`src/rtl/spi_pkg.sv`:
```
// Shared definitions for the SPI target: FSM state encodings, idle word, mode bit positions.
package spi_pkg;

    typedef enum logic [1:0] {
        IDLE  = 2'd0,
        LOAD  = 2'd1,
        SHIFT = 2'd2
    } spi_state_t;

    localparam logic [7:0] SPI_IDLE_WORD = 8'hFF;

    localparam int MODE_CPHA_BIT = 0;
    localparam int MODE_CPOL_BIT = 1;

endpackage

```
`src/rtl/spi_edge_sync.sv`:
```
// Multi-stage synchronizer for an asynchronous pin with rise/fall pulse detection
// on the synchronized level.
module spi_edge_sync #(
    parameter int   SYNC_STAGES = 2,
    parameter logic RST_VAL     = 1'b0
) (
    input  logic clk,
    input  logic reset,
    input  logic din,
    output logic sync,
    output logic rise,
    output logic fall
);

    logic [SYNC_STAGES-1:0] sync_p;
    logic                   prev_p;

    always_ff @(posedge clk or negedge reset) begin
        if (!reset) begin
            sync_p <= {SYNC_STAGES{RST_VAL}};
            prev_p <= RST_VAL;
        end else begin
            sync_p <= {sync_p[SYNC_STAGES-2:0], din};
            prev_p <= sync_p[SYNC_STAGES-1];
        end
    end

    assign sync = sync_p[SYNC_STAGES-1];
    assign rise = sync & ~prev_p;
    assign fall = ~sync & prev_p;

endmodule

```
`src/rtl/spi_target.sv`:
```
// Oversampled SPI target (all four CPOL/CPHA modes, MSB first, single holding register).
// Define SPI_TGT_ECHO_EN to return the previous rx_data on underrun instead of the idle word.
module spi_target
    import spi_pkg::*;
#(
    parameter int DATA_W      = 8,
    parameter int SYNC_STAGES = 2
) (
    input  logic              clk,
    input  logic              reset,
    input  logic              spi_clk,
    input  logic              cs,
    input  logic              mosi,
    output logic              miso,
    input  logic              polarity,
    input  logic              phase,
    input  logic [DATA_W-1:0] tx_data,
    input  logic              tx_valid,
    output logic              tx_ready,
    output logic [DATA_W-1:0] rx_data,
    output logic              rx_valid,
    output logic              tx_underrun,
    output logic              frame_err,
    output logic [1:0]        state,
    output logic [3:0]        count
);

    logic sclk_sync_unused, sclk_rise, sclk_fall;
    logic cs_sync, cs_rise, cs_fall;
    logic [SYNC_STAGES-1:0] mosi_p;
    logic mosi_s;

    logic [1:0]        mode_q;
    spi_state_t        state_q, state_d;
    logic [3:0]        count_q;
    logic [DATA_W-1:0] rx_shift_q, tx_shift_q, hold_q, load_word;
    logic              hold_full_q;

    logic cpol, cpha, lead, trail, sample_edge, shift_edge;
    logic do_load, do_sample, do_shift, word_done, abort;

    spi_edge_sync #(.SYNC_STAGES(SYNC_STAGES), .RST_VAL(1'b0)) u_sclk_sync (
        .clk(clk), .reset(reset), .din(spi_clk),
        .sync(sclk_sync_unused), .rise(sclk_rise), .fall(sclk_fall)
    );

    // cs resets low so a frame already in progress at release never looks like a fresh falling edge
    spi_edge_sync #(.SYNC_STAGES(SYNC_STAGES), .RST_VAL(1'b0)) u_cs_sync (
        .clk(clk), .reset(reset), .din(cs),
        .sync(cs_sync), .rise(cs_rise), .fall(cs_fall)
    );

    always_ff @(posedge clk or negedge reset) begin
        if (!reset) mosi_p <= '0;
        else        mosi_p <= {mosi_p[SYNC_STAGES-2:0], mosi};
    end
    assign mosi_s = mosi_p[SYNC_STAGES-1];

    assign cpol        = mode_q[MODE_CPOL_BIT];
    assign cpha        = mode_q[MODE_CPHA_BIT];
    assign lead        = cpol ? sclk_fall : sclk_rise;
    assign trail       = cpol ? sclk_rise : sclk_fall;
    assign sample_edge = cpha ? trail : lead;
    assign shift_edge  = cpha ? lead  : trail;

    always_comb begin
        if (hold_full_q)
            load_word = hold_q;
        else
`ifdef SPI_TGT_ECHO_EN
            load_word = rx_data;
`else
            load_word = {DATA_W{SPI_IDLE_WORD[0]}};
`endif
    end

    always_ff @(posedge clk or negedge reset) begin
        if (!reset) state_q <= IDLE;
        else        state_q <= state_d;
    end

    always_comb begin
        state_d   = state_q;
        do_load   = 1'b0;
        do_sample = 1'b0;
        do_shift  = 1'b0;
        word_done = 1'b0;
        abort     = 1'b0;
        case (state_q)
            IDLE:  if (cs_fall) state_d = LOAD;
            LOAD: begin
                do_load = 1'b1;
                state_d = SHIFT;
            end
            SHIFT: begin
                do_sample = sample_edge;
                // CPHA=0: the trail edge closing the last bit must not disturb the MSB already loaded
                do_shift  = shift_edge && (cpha || count_q != 4'd0);
                if (sample_edge && count_q == 4'(DATA_W - 1)) begin
                    word_done = 1'b1;
                    state_d   = LOAD;
                end
            end
            default: state_d = IDLE;
        endcase
        if (cs_rise) begin
            state_d   = IDLE;
            abort     = 1'b1;
            do_load   = 1'b0;
            do_sample = 1'b0;
            do_shift  = 1'b0;
            word_done = 1'b0;
        end
    end

    always_ff @(posedge clk or negedge reset) begin
        if (!reset) begin
            mode_q      <= '0;
            count_q     <= '0;
            rx_shift_q  <= '0;
            tx_shift_q  <= '0;
            hold_q      <= '0;
            hold_full_q <= 1'b0;
            miso        <= 1'b1;
            rx_data     <= '0;
            rx_valid    <= 1'b0;
            tx_underrun <= 1'b0;
            frame_err   <= 1'b0;
        end else begin
            rx_valid    <= 1'b0;
            tx_underrun <= 1'b0;
            frame_err   <= 1'b0;
            if (state_q == IDLE && cs_sync)
                mode_q <= {polarity, phase};
            // only an empty register accepts a write, so a concurrent LOAD always sees it empty
            if (tx_valid && !hold_full_q) begin
                hold_q      <= tx_data;
                hold_full_q <= 1'b1;
            end else if (do_load) begin
                hold_full_q <= 1'b0;
            end
            if (abort) begin
                miso      <= 1'b1;
                count_q   <= '0;
                frame_err <= (count_q != 4'd0);
            end else if (state_q == IDLE) begin
                miso <= 1'b1;
            end else begin
                if (do_load) begin
                    tx_underrun <= !hold_full_q;
                    if (cpha) begin
                        tx_shift_q <= load_word;
                    end else begin
                        tx_shift_q <= {load_word[DATA_W-2:0], 1'b1};
                        miso       <= load_word[DATA_W-1];
                    end
                end
                if (do_shift) begin
                    miso       <= tx_shift_q[DATA_W-1];
                    tx_shift_q <= {tx_shift_q[DATA_W-2:0], 1'b1};
                end
                if (do_sample) begin
                    rx_shift_q <= {rx_shift_q[DATA_W-2:0], mosi_s};
                    if (word_done) begin
                        rx_data  <= {rx_shift_q[DATA_W-2:0], mosi_s};
                        rx_valid <= 1'b1;
                        count_q  <= '0;
                    end else begin
                        count_q <= count_q + 4'd1;
                    end
                end
            end
        end
    end

    assign tx_ready = ~hold_full_q;
    assign state    = state_q;
    assign count    = count_q;

endmodule

```
`config.mk`:
```
export PLATFORM = sky130hd
export DESIGN_NAME = spi_target
export DESIGN_NICKNAME = d
export VERILOG_FILES = /design/src/rtl/spi_pkg.sv /design/src/rtl/spi_edge_sync.sv /design/src/rtl/spi_target.sv
export SDC_FILE = /design/constraint.sdc
export NUM_CORES = 1
export LEC_CHECK = 0
export CORE_MARGIN = 5
export CORE_UTILIZATION = 36
export DETAILED_ROUTE_END_ITERATION = 6
export GPL_TIMING_DRIVEN = 0
export PLACE_DENSITY_LB_ADDON = 0.12
export SLEW_MARGIN = 20
export SYNTH_ARGS = -nofsm -noshare
export SYNTH_HDL_FRONTEND = slang
export SYNTH_HIERARCHICAL = 1
export SYNTH_SLANG_ARGS = --single-unit
export TNS_END_PERCENT = 20
```
`constraint.sdc`:
```
create_clock -name clk -period 1.94 [get_ports clk]
set_input_delay 0.291 -clock clk [delete_from_list [all_inputs] [get_ports clk]]
set_output_delay 0.291 -clock clk [all_outputs]
set_load 0.01 [all_outputs]
```
======== Yosys cells after proc, flatten, opt, wreduce, memory -nomap -nowiden ========
Index checks and enable logic that the tools add are counted.
cells by class
  multiplexer cells ....................... 41
  $add $sub $neg .......................... 1
  equal/unequal tests ..................... 7
  bitwise gates (word level) .............. 11
  reduce and logical (&&, ||, !) cells .... 18
operators with widths
  kind                 count
  $mux 8               4
  $mux 1               29
  $mux 4               4
  $reduce_bool 4->1    2
  $not 1->1            7
  $mux 2               3
  $ne 3x3->1 const B   2
  $pmux 2 s3           1
  $reduce_and 2->1     3
  $reduce_and 3->1     2
  $reduce_bool 2->1    3
  $add 4x1->4 const B  1
  $and 1x1->1          4
  $eq 4x3->1 const B   1
  $logic_and 1x1->1    4
  $ne 4x1->1 const B   1
  $reduce_and 4->1     1
  $eq 2x1->1 const B   1
  $eq 2x2->1 const B   1
  $logic_not 2->1      1
  $ne 2x2->1 const B   1
  $logic_not 1->1      1
  $logic_or 1x1->1     1
word-level totals
  output and inout bits ................... 19
  logic and storage cells ................. 95
  register bits ........................... 52
  bits of input ports ..................... 16

======== Depth between registers and ports, before layout ========
  depth in word-level cells ............... 12
  depth in mapped cells ................... 7
  mapped depth without buffers ............ 6

======== Modules after synthesis ========
Netlist, hierarchy kept.
modules (own cells, without submodules)
  module         seq. area each (um^2)  area an instance (um^2)  cells an instance  times used
  spi_target     1,152.4                2,134.5                  173                1
  spi_edge_sync  75.1                   90.1                     5                  2

======== Worst setup path after synthesis ========
OpenSTA, ideal clock, no wires.
  path type ............................... flip-flop to flip-flop
  start ................................... register count_q[0] (netlist: count[0])
  end ..................................... register miso
  path buffers ............................ 0
  setup slack ............................. -0.037 ns
  library setup time ...................... 0.082 ns
  data required time ...................... 1.858 ns
  clock period less this slack ............ 1.977 ns
  cell stages (with the launch flop) ...... 7
  data arrival time ....................... 1.895 ns
  cell sequence ........................... dfrtp_1 inv_1 ha_1 nor3b_1 nor4_1 or4b_2 a211o_1
on the way
  word-level cells in the longest chain between the ends .. 8
  elaborated cells between the ends (all ways) .. 11
  classes of those cells .................. 1 x eq/ne; 5 x mux; 5 x reduce/logical
ends and longest elaborated chain
  what                    line               source
  start, declared         spi_target.sv:35   logic [3:0] count_q;
  start signal, assigned  spi_target.sv:169  count_q <= count_q + 4'd1;
  $reduce_bool 4->1 (*)   spi_target.sv:98   do_shift = shift_edge && (cpha || count_q != 4'd0);
  $logic_or 1x1->1 (*)    spi_target.sv:98
  $logic_and 1x1->1 (*)   spi_target.sv:98
  $mux 1 (*)              spi_target.sv:89   case (state_q)
  $mux 1 (*)              spi_target.sv:106  if (cs_rise) begin
  $mux 1                  spi_target.sv:158  if (do_shift) begin
  $mux 1                  spi_target.sv:146  end else if (state_q == IDLE) begin
  $mux 1                  spi_target.sv:142  if (abort) begin
  end signal, assigned    spi_target.sv:155  miso <= load_word[DATA_W-1];
  end signal, assigned    spi_target.sv:159  miso <= tx_shift_q[DATA_W-1];
  end, declared           spi_target.sv:14   output logic miso,
Mark *: on every way between the ends. The rest lies on a longest branch, timed or not.
A chain may end at the register's enable or synchronous reset.

======== Final worst setup path ========
  start ................................... register u_cs_sync.sync_p[1]
  end ..................................... register miso
on the way
  elaborated cells between the ends (all ways) .. 10
  classes of those cells .................. 1 x eq/ne; 6 x mux; 1 x bitwise; 2 x reduce/logical
RTL lines
  what                                                                     line                 source
  start, declared                                                          spi_edge_sync.sv:15  logic [SYNC_STAGES-1:0] sync_p;
  start signal, assigned                                                   spi_edge_sync.sv:20  sync_p <= {SYNC_STAGES{RST_VAL}};
  start signal, assigned                                                   spi_edge_sync.sv:23  sync_p <= {sync_p[SYNC_STAGES-2:0], din};
  $and 1x1->1 (*)                                                          spi_edge_sync.sv:29  assign rise = sync & ~prev_p;
  $mux 1 (*)                                                               spi_target.sv:106
  net abort                                                                spi_target.sv:40     logic do_load, do_sample, do_shift, word_done, abort;
  $ne 4x1->1 (no source line) / $reduce_bool 4->1 (equally long branches)  n/a
  $reduce_and 2->1 (no source line)                                        n/a
The timed path passes the listed nets; every way through them passes the cells marked *.

==> key figures <==
Synthesis
  • Post-synth top flop: dfrtp_1
  • Post-Syn Instances: 183
  • Post-Syn Area per Cell: 12.6 µm²
  • Mapped Area: 2310 µm²
  • Register area share after synthesis: 56.3%
  • Yosys warnings: 6
  • Async S/R FF share, synth: 100%
  • Library cells used by synthesis: 41
  • EDFF count, synth: 0
  • Seq cells post-synth: 52
  • Syn nets: 201

Routing
  • Detailed Route WL: 4350 µm
  • DRT iter0 DRCs: 29
  • Pre-Repair DR Iteration Count: 4
  • DR WL/cell: 14.2 µm
  • Routed wl met2: 1980 µm
  • DR DRC count: 0
  • Max layer used: met4
  • Total number of vias: 1506
  • M1 WL: 2100 µm
  • Routed met3 length: 215 µm
  • Via-per-instance ratio: 4.91
  • Post-route ant nets: 0

Final layout
  • Fin nets: 247
  • Commonest cells after routing, fill and taps aside: dfrtp_1 (49), clkdlybuf4s50_1 (33), mux2_2 (26)
  • Area grow syn2layout: 28.5%
  • Ant diodes: 0
  • Most common cell after layout, fill and taps aside: dfrtp_1
  • Share of cells above drive strength 1: 26.5%

STA
  • Fin crit share: 98.6%
  • Worst slew pin tran: 0.650 ns
  • Count of final hold-check violations: 0
  • Clk_skew: 0.00567 ns
  • Max Clk Rate: 523 MHz
  • RSZ-0062 raised after global routing: yes
  • Number of setup violations in the final report: 0
  • Setup TNS: 0 ns
  • Max-slew headroom: 56.7%
  • Final Max Tran Viols: 0
  • Crit path time final: 1.91 ns
  • Worst hold margin: 0.00351 ns

Pwr
  • Clock Power Share: 21.3%
  • Sw frac: 30.9%
  • Comb pwr share: 28.1%
  • Cell Int Power: 2.05 mW
  • IR drop worst, VDD: 440 µV
  • Seq pwr share: 50.6%
  • Lkg Pwr: 1.39 nW
  • Power Dens Cells: 997 nW/µm²
  • Sw power: 0.916 mW

Floorplanning
  • CORE AREA: 6310 µm²
  • Site Rows: 29
  • Starting density of the core: 36.7%
  • Die H: 90.2 µm
  • Die Width: 90.2 µm
  • Total die area: 8130 µm²
  • IO Count: 35

Worst setup path
  • WP data required: 2.18 ns
  • Setup CP Type: flip-flop to flip-flop
  • Reg2reg setup slack: 0.03 ns
  • Cells on worst reg2reg path: 6
  • Worst Setup EP: miso
  • Critical path capture point type: flip-flop
  • CP Launch Type: flip-flop
  • FF-to-FF End: miso
  • Worst-path fanout max: 5
  • CP startpoint: u_cs_sync/sync_p[1]
  • RR Startpoint: u_cs_sync/sync_p[1]
  • WP data arrival: 2.15 ns

Outcome
  • Status: complete, no violations

Place
  • Post-DP HPWL: 3080 µm
  • Port buffer count: 34
  • RD Place Congestion: 0.720

Global routing
  • Antenna violations before repair: 0
  • Total gr overflow: 0
  • Pin count of the biggest net entering global routing: 53
  • Global-route wire length before repair: 7730 µm
  • Tot GR Track Use: 11.4%
  • Vias in the first global route: 1626

Worst hold path
  • Hold Crit Class: input pin to asynchronous set/reset pin

Clock network
  • Clock latency on the worst-skew pair: 0.30 ns
  • CTS max path bufs: 2
  • CTS Root Buffer Type: clkbuf_8
  • Hold_buf cts: 0
  • Clk pin slew, worst setup/hold paths: 0.10 ns
  • H-tree levels: 2
  • Clk sinks: 52
  • Total CTS buffers: 5
  • CTS tree: built

Flow run
  • Number of max-cap violations: 0
[final cells by class]
cell class              count  area [µm²]
fillers                   601        3340
flip-flops and latches     52        1310
multi-input cells         111         995
repair buffers             40         395
well taps                  77        96.3
clock buffers               5        68.8
plain buffers               8        51.3
inverters                  11        41.3
clock inverters             3        22.5
[critical path, cell delays in order, from the launching register on]
cell and delay [ns]:
dfrtp_1 0.39, nor2b_1 0.13, or3b_1 0.36, buf_6 0.15, or3_4 0.37, and4b_1 0.18, a211o_1 0.27
[registers in the layout (all words and copies together), names as in the netlist]
register,count
count,4
hold_q,8
mosi_p,2
u_sclk_sync/sync_p,2
tx_underrun,1
u_cs_sync/prev_p,1
mode_q,2
hold_full_q,1
rx_shift_q,7
miso,1
u_cs_sync/sync_p,2
rx_valid,1
rx_data,8
tx_shift_q,8
state,2
frame_err,1
u_sclk_sync/prev_p,1
[power groups by stage]
stage	clock network (mW)	registers [mW]	logic, mW
2_1_floorplan	0	1.48	0.549
3_3_place_gp	0	1.53	0.745
3_5_place_dp	0	1.53	0.758
4_1_cts	0.671	1.50	0.817
5_1_grt	0.698	1.54	0.933
6_report	0.631	1.50	0.833
[how the worst min path moves through the flow]
stage          slack (ns)                start             endpoint
6_report            0.004                reset             count[1]
5_1_grt              0.06                reset             count[1]
3_3_place_gp         0.33            mosi_p[0]            mosi_p[1]
2_1_floorplan      -0.005                reset             count[0]
3_5_place_dp         0.34  u_cs_sync/sync_p[0]  u_cs_sync/sync_p[1]
4_1_cts              0.03                reset             count[1]
[what timing repair did]
item / in CTS / in global routing
gates resized for setup: 10 / 8
pin swaps: 3 / 2
buffers inserted: 5 / 1
endpoints found under the setup margin: 28 / 25
[per-layer routing]
layer / vias to the layer above / GRT usage (%)
li1: 738 / -
met1: 737 / 15.2
met2: 26 / 17.9
met3: 5 / 3.42
met4: 0 / 3.35
met5: - / 0
[stage by stage]
step           cells  power, mW  utilization (%)  setup WS (ns)  area, µm²
2_1_floorplan    183       2.03                -         0.0476       2320
3_3_place_gp     294       2.27             43.7          -1.08       2760
3_5_place_dp     294       2.29             43.6         -0.206       2750
4_1_cts          306       2.99             46.2        -0.0430       2920
5_1_grt          307       3.17             47.1        -0.0144       2980
6_report         307       2.97             47.1         0.0281       2980
[synth_stat cells (2+ instances only)]
cell	n	share of area, %
clkbuf_1	5	0.81
mux2_1	2	0.97
nor3b_1	2	0.65
mux2i_1	16	6.9
inv_1	11	1.8
nor2b_1	7	1.9
xnor2_1	2	0.76
nand3_1	3	0.65
nor2_1	5	0.81
buf_2	2	0.43
mux2_2	26	13
nor4_1	2	0.54
ha_1	2	1.1
a21oi_1	16	3.5
a32o_1	2	0.86
a31oi_1	2	0.54
a21o_1	2	0.65
dfrtp_1	51	55
and2b_2	2	0.76
nand2b_1	2	0.54
[cells by family (layout without fill, tap and decap cells)]
logic type / after synthesis / in the layout / share of synthesized area, %
compound gates: 27 / 27 / 7.41
xor+xnor: 2 / 2 / 0.757
fa+ha+maj: 2 / 2 / 1.08
buf+inv: 20 / 67 / 3.68
flops: 52 / 52 / 56.3
mux: 44 / 44 / 20.5
simple gates: 36 / 36 / 10.3
No activity file was read; power rests on OpenSTA's default activity.
==> patch 1, RTL diff (config.mk and constraints unchanged) <==
Add a define of `SPI_TGT_ECHO_EN`.
--- a/src/rtl/spi_target.sv
+++ b/src/rtl/spi_target.sv
@@ -1,5 +1,7 @@
 // Oversampled SPI target (all four CPOL/CPHA modes, MSB first, single holding register).
 // Define SPI_TGT_ECHO_EN to return the previous rx_data on underrun instead of the idle word.
+`define SPI_TGT_ECHO_EN
+
 module spi_target
     import spi_pkg::*;
 #(
Check against the original RTL: not equivalent (Yosys sat finds a counterexample within 10 cycles, from zero or initial values and one cycle with reset low).
==> patch 1 against the unedited design <==
  * Clock skew is 2.1 ps lower
  * Total power is 8.3% higher
  * Routed wire length is 13% higher
  * Clock power is 17% higher
  * Die area is 3.6% higher
  * Sequential cell count stayed put
  * Via count is 0.27% lower
  * Sequential power hardly changed
  * Cell area is 2.1% higher
  * Synthesized area is 4.1% higher
  * Worst setup slack better by 25 ps
  * Critical endpoint is now tx_shift_q[6]$_DFFE_PN0P_
==> patch 1: results (changes against the unedited design) <==
Fraction of final layout cells sized beyond drive strength 1 = 36.6% (+10 points)
Largest cells by area after synthesis = dfrtp_1 53%, mux2_2 21%, mux4_2 5.6%
Synth unique cells = 41 (unchanged)
Routed wl met3 = 116 um (-46%)
Worst setup path startpoint = u_cs_sync/sync_p[1]$_DFF_PN0_
Clock-pin slew reported for the worst setup and hold paths after clock tree synthesis = 90 ps
Grt met2 use = 20.8% (+2.9 points)
Topmost layer with routed signal wires = met4
Deepest clock path buffer count = 2 (unchanged)
CTS Buf Count = 5 (unchanged)
Global routing usage on met1 = 16.6% (+1.4 points)
Register-to-register setup slack = 50 ps (+30 ps)
Clock latency on the worst-skew pair = 300 ps (about the same)
Worst slew pin tran = 654 ps (+4.20 ps)
Detailed-route via count = 1502 (-0.27%)
WL met2 = 2450 um (+24%)
Post-synth net total = 187 (-7.0%)
Met3 Track Usage GR = 2.29% (-1.1 points)
Antenna violations before repair = 0 (unchanged)
Pre-CTS worst setup slack = -129 ps (+77.1 ps)
Mapped Cells = 169 (-7.7%)
Class of the tightest hold or removal check = input pin to async pin
Cell at the root of the clock tree = clkbuf_8
Ys Warns = 6 (unchanged)
Sum of net half-perimeters after detailed placement = 3550 um (+15%)
FILL cells = 598 (-0.50%)
Timing endpoint of the critical path = tx_shift_q[6]$_DFFE_PN0P_
Global-route total usage across every layer = 12.5% (+1.1 points)
Number of buffers inserted by port buffering = 34 (unchanged)
Hold Fails Final Rpt = 0 (unchanged)
Sequential share of the synthesized area = 54.1% (-2.2 points)
Setup clock skew after layout = 3.57 ps (-2.10 ps)
Post-route worst hold slack = 20.8 ps (+17.2 ps)
Diode count = 0 (unchanged)
Most used standard cells in the synthesized netlist = 51 x dfrtp_1, 44 x mux2_2, 6 x mux4_2, 6 x nor2b_1, 5 x nor2_1
Final critical-path required period = 1890 ps (-25.5 ps)
Area after detailed placement = 2840 um2 (+3.2%)
Cell family contributing the most delay on the critical path = multiplexers
Leakage power = 1.33 nW (-4.0%)
Avg WL per Cell = 16.8 um (+18%)
DRC violation total after the first TritonRoute iteration = 70 (+140%)
Count of TritonRoute iterations in the first routing pass = 4 (unchanged)
Final Non-Filler Cells = 293 (-4.6%)
Largest stage delay on the critical path = 420 ps (+30 ps)
Via count of the first global-routing pass = 1681 (+3.4%)
Final weighted congestion in routability-driven placement = 0.748 (+3.9%)
Highest net fanout along the worst path = 10 (+5)
Max H-tree Level = 2 (unchanged)
Largest registers in the final layout = hold_q x8, rx_data x8, tx_shift_q x8
Highest ir drop seen on vdd = 0.434 mV (-1.3%)
Result of the run = complete, no violations
Worst R2R Path Depth = 6 (unchanged)
Number of placed instances with taps included = 280 (-4.8%)
Number of nets at the end of the flow = 233 (-5.7%)
Wire length on met1 = 2310 um (+9.6%)
Async SR Flop Fraction = 100% (unchanged)
First-pass GRT wire length = 8480 um (+9.6%)
-- patch 1: layout make-up --
class                           instances  area (um2)  area share [%]
Buffer                                  6        38.8            1.28
Clock buffer                            5        68.8            2.26
Clock inverter                          3        42.5            1.40
Inverter                                4        15.0           0.494
Multi-Input combinational cell        107        1090            35.7
Sequential cell                        52        1300            42.9
Tap cell                               77        96.3            3.17
Timing Repair Buffer                   39         388            12.8
-- patch 1: worst min-delay path by stage --
stage	from	endpoint	cells past startpoint
2_1_floorplan	reset	count[0]$_DFFE_PN0P_	0
3_3_place_gp	u_cs_sync/sync_p[0]$_DFF_PN0_	u_cs_sync/sync_p[1]$_DFF_PN0_	0
3_5_place_dp	mosi_p[0]$_DFF_PN0_	mosi_p[1]$_DFF_PN0_	0
4_1_cts	reset	rx_data[7]$_DFFE_PN0P_	1
5_1_grt	reset	rx_data[7]$_DFFE_PN0P_	1
6_report	reset	count[3]$_DFFE_PN0P_	1
-- patch 1: power breakdown --
group	leakage, nW	internal, mW	switching [mW]
clock	0.0541	0.382	0.355
combinational	0.618	0.595	0.382
sequential	0.659	1.33	0.171
total	1.33	2.30	0.908
-- patch 1: kinds of logic after synthesis --
| logic type | synth area share (%) |
|---|---|
| AOI/OAI and AO/OA | 4.36 |
| and+or+nand+nor | 9.30 |
| adders and majority gates | 1.04 |
| buffers and inverters | 2.13 |
| muxes | 28.1 |
| xor gates and xnor gates | 1.04 |
| DFF | 54.1 |
-- patch 1: what timing repair did --
action / 4_1_cts / 5_1_grt
resized for setup: 3 / 6
buffers inserted: 4 / 1
setup endpoints to repair: 7 / 23
pin swaps: 0 / 2
hold endpoints to repair: 0 / 0
==> patch 2, RTL diff (same settings) <==
Made on the original files. Make the reset (`reset`) synchronous in 4 clocked blocks. Comments in the files are not updated.
--- a/src/rtl/spi_edge_sync.sv
+++ b/src/rtl/spi_edge_sync.sv
@@ -15,7 +15,7 @@
     logic [SYNC_STAGES-1:0] sync_p;
     logic                   prev_p;
 
-    always_ff @(posedge clk or negedge reset) begin
+    always_ff @(posedge clk) begin
         if (!reset) begin
             sync_p <= {SYNC_STAGES{RST_VAL}};
             prev_p <= RST_VAL;
--- a/src/rtl/spi_target.sv
+++ b/src/rtl/spi_target.sv
@@ -50,7 +50,7 @@
         .sync(cs_sync), .rise(cs_rise), .fall(cs_fall)
     );
 
-    always_ff @(posedge clk or negedge reset) begin
+    always_ff @(posedge clk) begin
         if (!reset) mosi_p <= '0;
         else        mosi_p <= {mosi_p[SYNC_STAGES-2:0], mosi};
     end
@@ -74,7 +74,7 @@
 `endif
     end
 
-    always_ff @(posedge clk or negedge reset) begin
+    always_ff @(posedge clk) begin
         if (!reset) state_q <= IDLE;
         else        state_q <= state_d;
     end
@@ -113,7 +113,7 @@
         end
     end
 
-    always_ff @(posedge clk or negedge reset) begin
+    always_ff @(posedge clk) begin
         if (!reset) begin
             mode_q      <= '0;
             count_q     <= '0;
Behaviour: differs if reset is asserted again (counterexample within 4 cycles, from zero or initial values and one cycle with reset low); with reset held inactive, the same outputs for 10 cycles.
==> patch 2 against the unedited design <==
  * Highest routed layer unchanged
  * Sequential cell count unchanged
  * Synthesized cell count increased by 29%
  * Utilization about the same
  * Fmax increased by 3.6%
  * Worst setup slack improved by 66 ps
  * Worst hold slack improved by 440 ps
  * Via count increased by 14%
  * Synthesized area decreased by 4.3%
  * Cell area decreased by 5.6%
  * Die area decreased by 3.9%
  * Routed wire length increased by 6.8%
Power is not compared: it rests on default switching activity, and its combinational part moved more than twofold at a synthesized area within 25%.
==> patch 2: results (changes against the unedited design) <==
Number of nets at the end of the flow = 296 (+20%)
Sequential share of the synthesized area = 47.0% (-9.3 points)
Post-synth net total = 254 (+26%)
Area after detailed placement = 2650 um2 (-3.8%)
Highest net fanout along the worst path = 11 (+6)
Count of TritonRoute iterations in the first routing pass = 4 (unchanged)
First-pass GRT wire length = 7640 um (-1.2%)
Largest registers in the final layout = hold_q x8, rx_data x8, tx_shift_q x8
Diode count = 0 (unchanged)
Detailed-route via count = 1714 (+14%)
Net switching power of the design = 0.449 mW
Via count of the first global-routing pass = 1613 (-0.80%)
Number of cells on the worst hold path = 1
Post-detailed-route via-to-cell ratio = 4.84 (-1.3%)
CP arrival = 2030 ps (-120 ps)
Largest cells by area after synthesis = dfxtp_1 47%, mux2i_1 8.1%, nand2_1 5.6%
Setup clock skew after layout = 8.18 ps (+2.50 ps)
Sum of net half-perimeters after detailed placement = 3320 um (+7.9%)
Final weighted congestion in routability-driven placement = 0.725 (+0.68%)
Synth unique cells = 37 (-9.8%)
Result of the run = complete, no violations
Pre-CTS worst setup slack = -151 ps (+54.8 ps)
Fraction of final layout cells sized beyond drive strength 1 = 10.0% (-16 points)
Fraction of the mapped netlist area in adder cells = 1.13% (+0.049 points)
Most used standard cells in the synthesized netlist = 52 x dfxtp_1, 33 x nand2_1, 18 x mux2i_1, 18 x nand3_1, 15 x a21boi_0
Compound-gate portion of the synthesized area = 14.3% (+6.9 points)
Max H-tree Level = 2 (unchanged)
Hold path startpoint = u_cs_sync/sync_p[0]$_SDFF_PN0_
Class of the tightest hold or removal check = flop to flop
CTS Buf Count = 5 (unchanged)
Clock-pin slew reported for the worst setup and hold paths after clock tree synthesis = 90 ps
Leakage power = 0.926 nW
DRC violation total after the first TritonRoute iteration = 60 (+110%)
Largest stage delay on the critical path = 390 ps (about the same)
Post-synthesis share of cell area spent on xor and xnor gates = 1.53% (+0.77 points)
Global-route total usage across every layer = 12.5% (+1.1 points)
Largest net degree at the start of global routing = 17 (-68%)
Number of buffers inserted by port buffering = 34 (unchanged)
Async SR Flop Fraction = 0% (-100 points)
Highest ir drop seen on vdd = 0.325 mV
Cell at the root of the clock tree = clkbuf_8
Deepest clock path buffer count = 2 (unchanged)
Ys Warns = 6 (unchanged)
Combinational fraction of design power = 7.4%
Rel. slew slack = 55.5% (-1.1 points)
Average instance area after synthesis = 9.38 um2 (-26%)
Slowest-stage cell, CP = or3b_4
Worst setup path startpoint = u_cs_sync/sync_p[1]$_SDFF_PN0_
Clock latency on the worst-skew pair = 300 ps (about the same)
Worst R2R Path Depth = 7 (+1)
Sum of internal, switching and leakage power = 2.00 mW
Detailed Route WL = 4650 um (+6.8%)
Primary FF master, synth = dfxtp_1
Proportion of synthesized area in mux cells = 9.66% (-11 points)
Number of placed instances with taps included = 345 (+17%)
Antenna violations before repair = 0 (unchanged)
-- patch 2: changes by cell type after synthesis, moves of 12 or more --
cell      unedited run  this run
nand2_1              1        33
mux2_2              26         1
nand3_1              3        18
dfxtp_1              0        52
a21boi_0             0        15
dfrtp_1             51         0
a21oi_1             16         4
-- patch 2: final timing paths --
check | endpoint | slack, ps
min | u_cs_sync/sync_p[1]$_SDFF_PN0_ | 440
max | miso$_SDFFE_PP1P_ | 90
max reg2reg | miso$_SDFFE_PP1P_ | 90
min reg2reg | u_cs_sync/sync_p[1]$_SDFF_PN0_ | 440
-- patch 2: cell type report --
type	instances	area [um2]
multi-input combinational	169	1150
tap	75	93.8
clock inverter	3	42.5
timing repair buffer	35	348
fill	584	3150
buffer	12	56.3
inverter	3	11.3
sequential	52	1040
clock buffer	5	68.8
-- patch 2: cells by family (layout without fill, tap and decap cells) --
group	after synthesis	after routing
flops	52	52
mux	20	20
compound gates	45	46
buf+inv	16	58
xor+xnor	3	3
simple gates	98	98
fa+ha+maj	2	2
-- patch 2: critical path: cells and delay by family (launching register included) --
| kind | cells | cell delay (ps) |
|---|---|---|
| AND/OR/NAND/NOR | 3 | 800 |
| AO/OA/AOI/OAI | 3 | 400 |
| flip-flops | 1 | 340 |
| buffers and inverters | 1 | 200 |
-- patch 2: timing repair --
action	CTS	global route
setup buffers	0	1
cloned	0	1
gates resized for setup	2	12
pin swaps	0	3
setup endpoints to repair	10	11
-- patch 2: layer usage --
layer | vias to the layer above | share of wire, % | GRT usage, %
li1 | 910 | - | -
met1 | 768 | 50 | 17.1
met2 | 31 | 44 | 18.9
met3 | 5 | 4.6 | 3.63
met4 | 0 | 1.3 | 3.98
met5 | - | 0 | 0
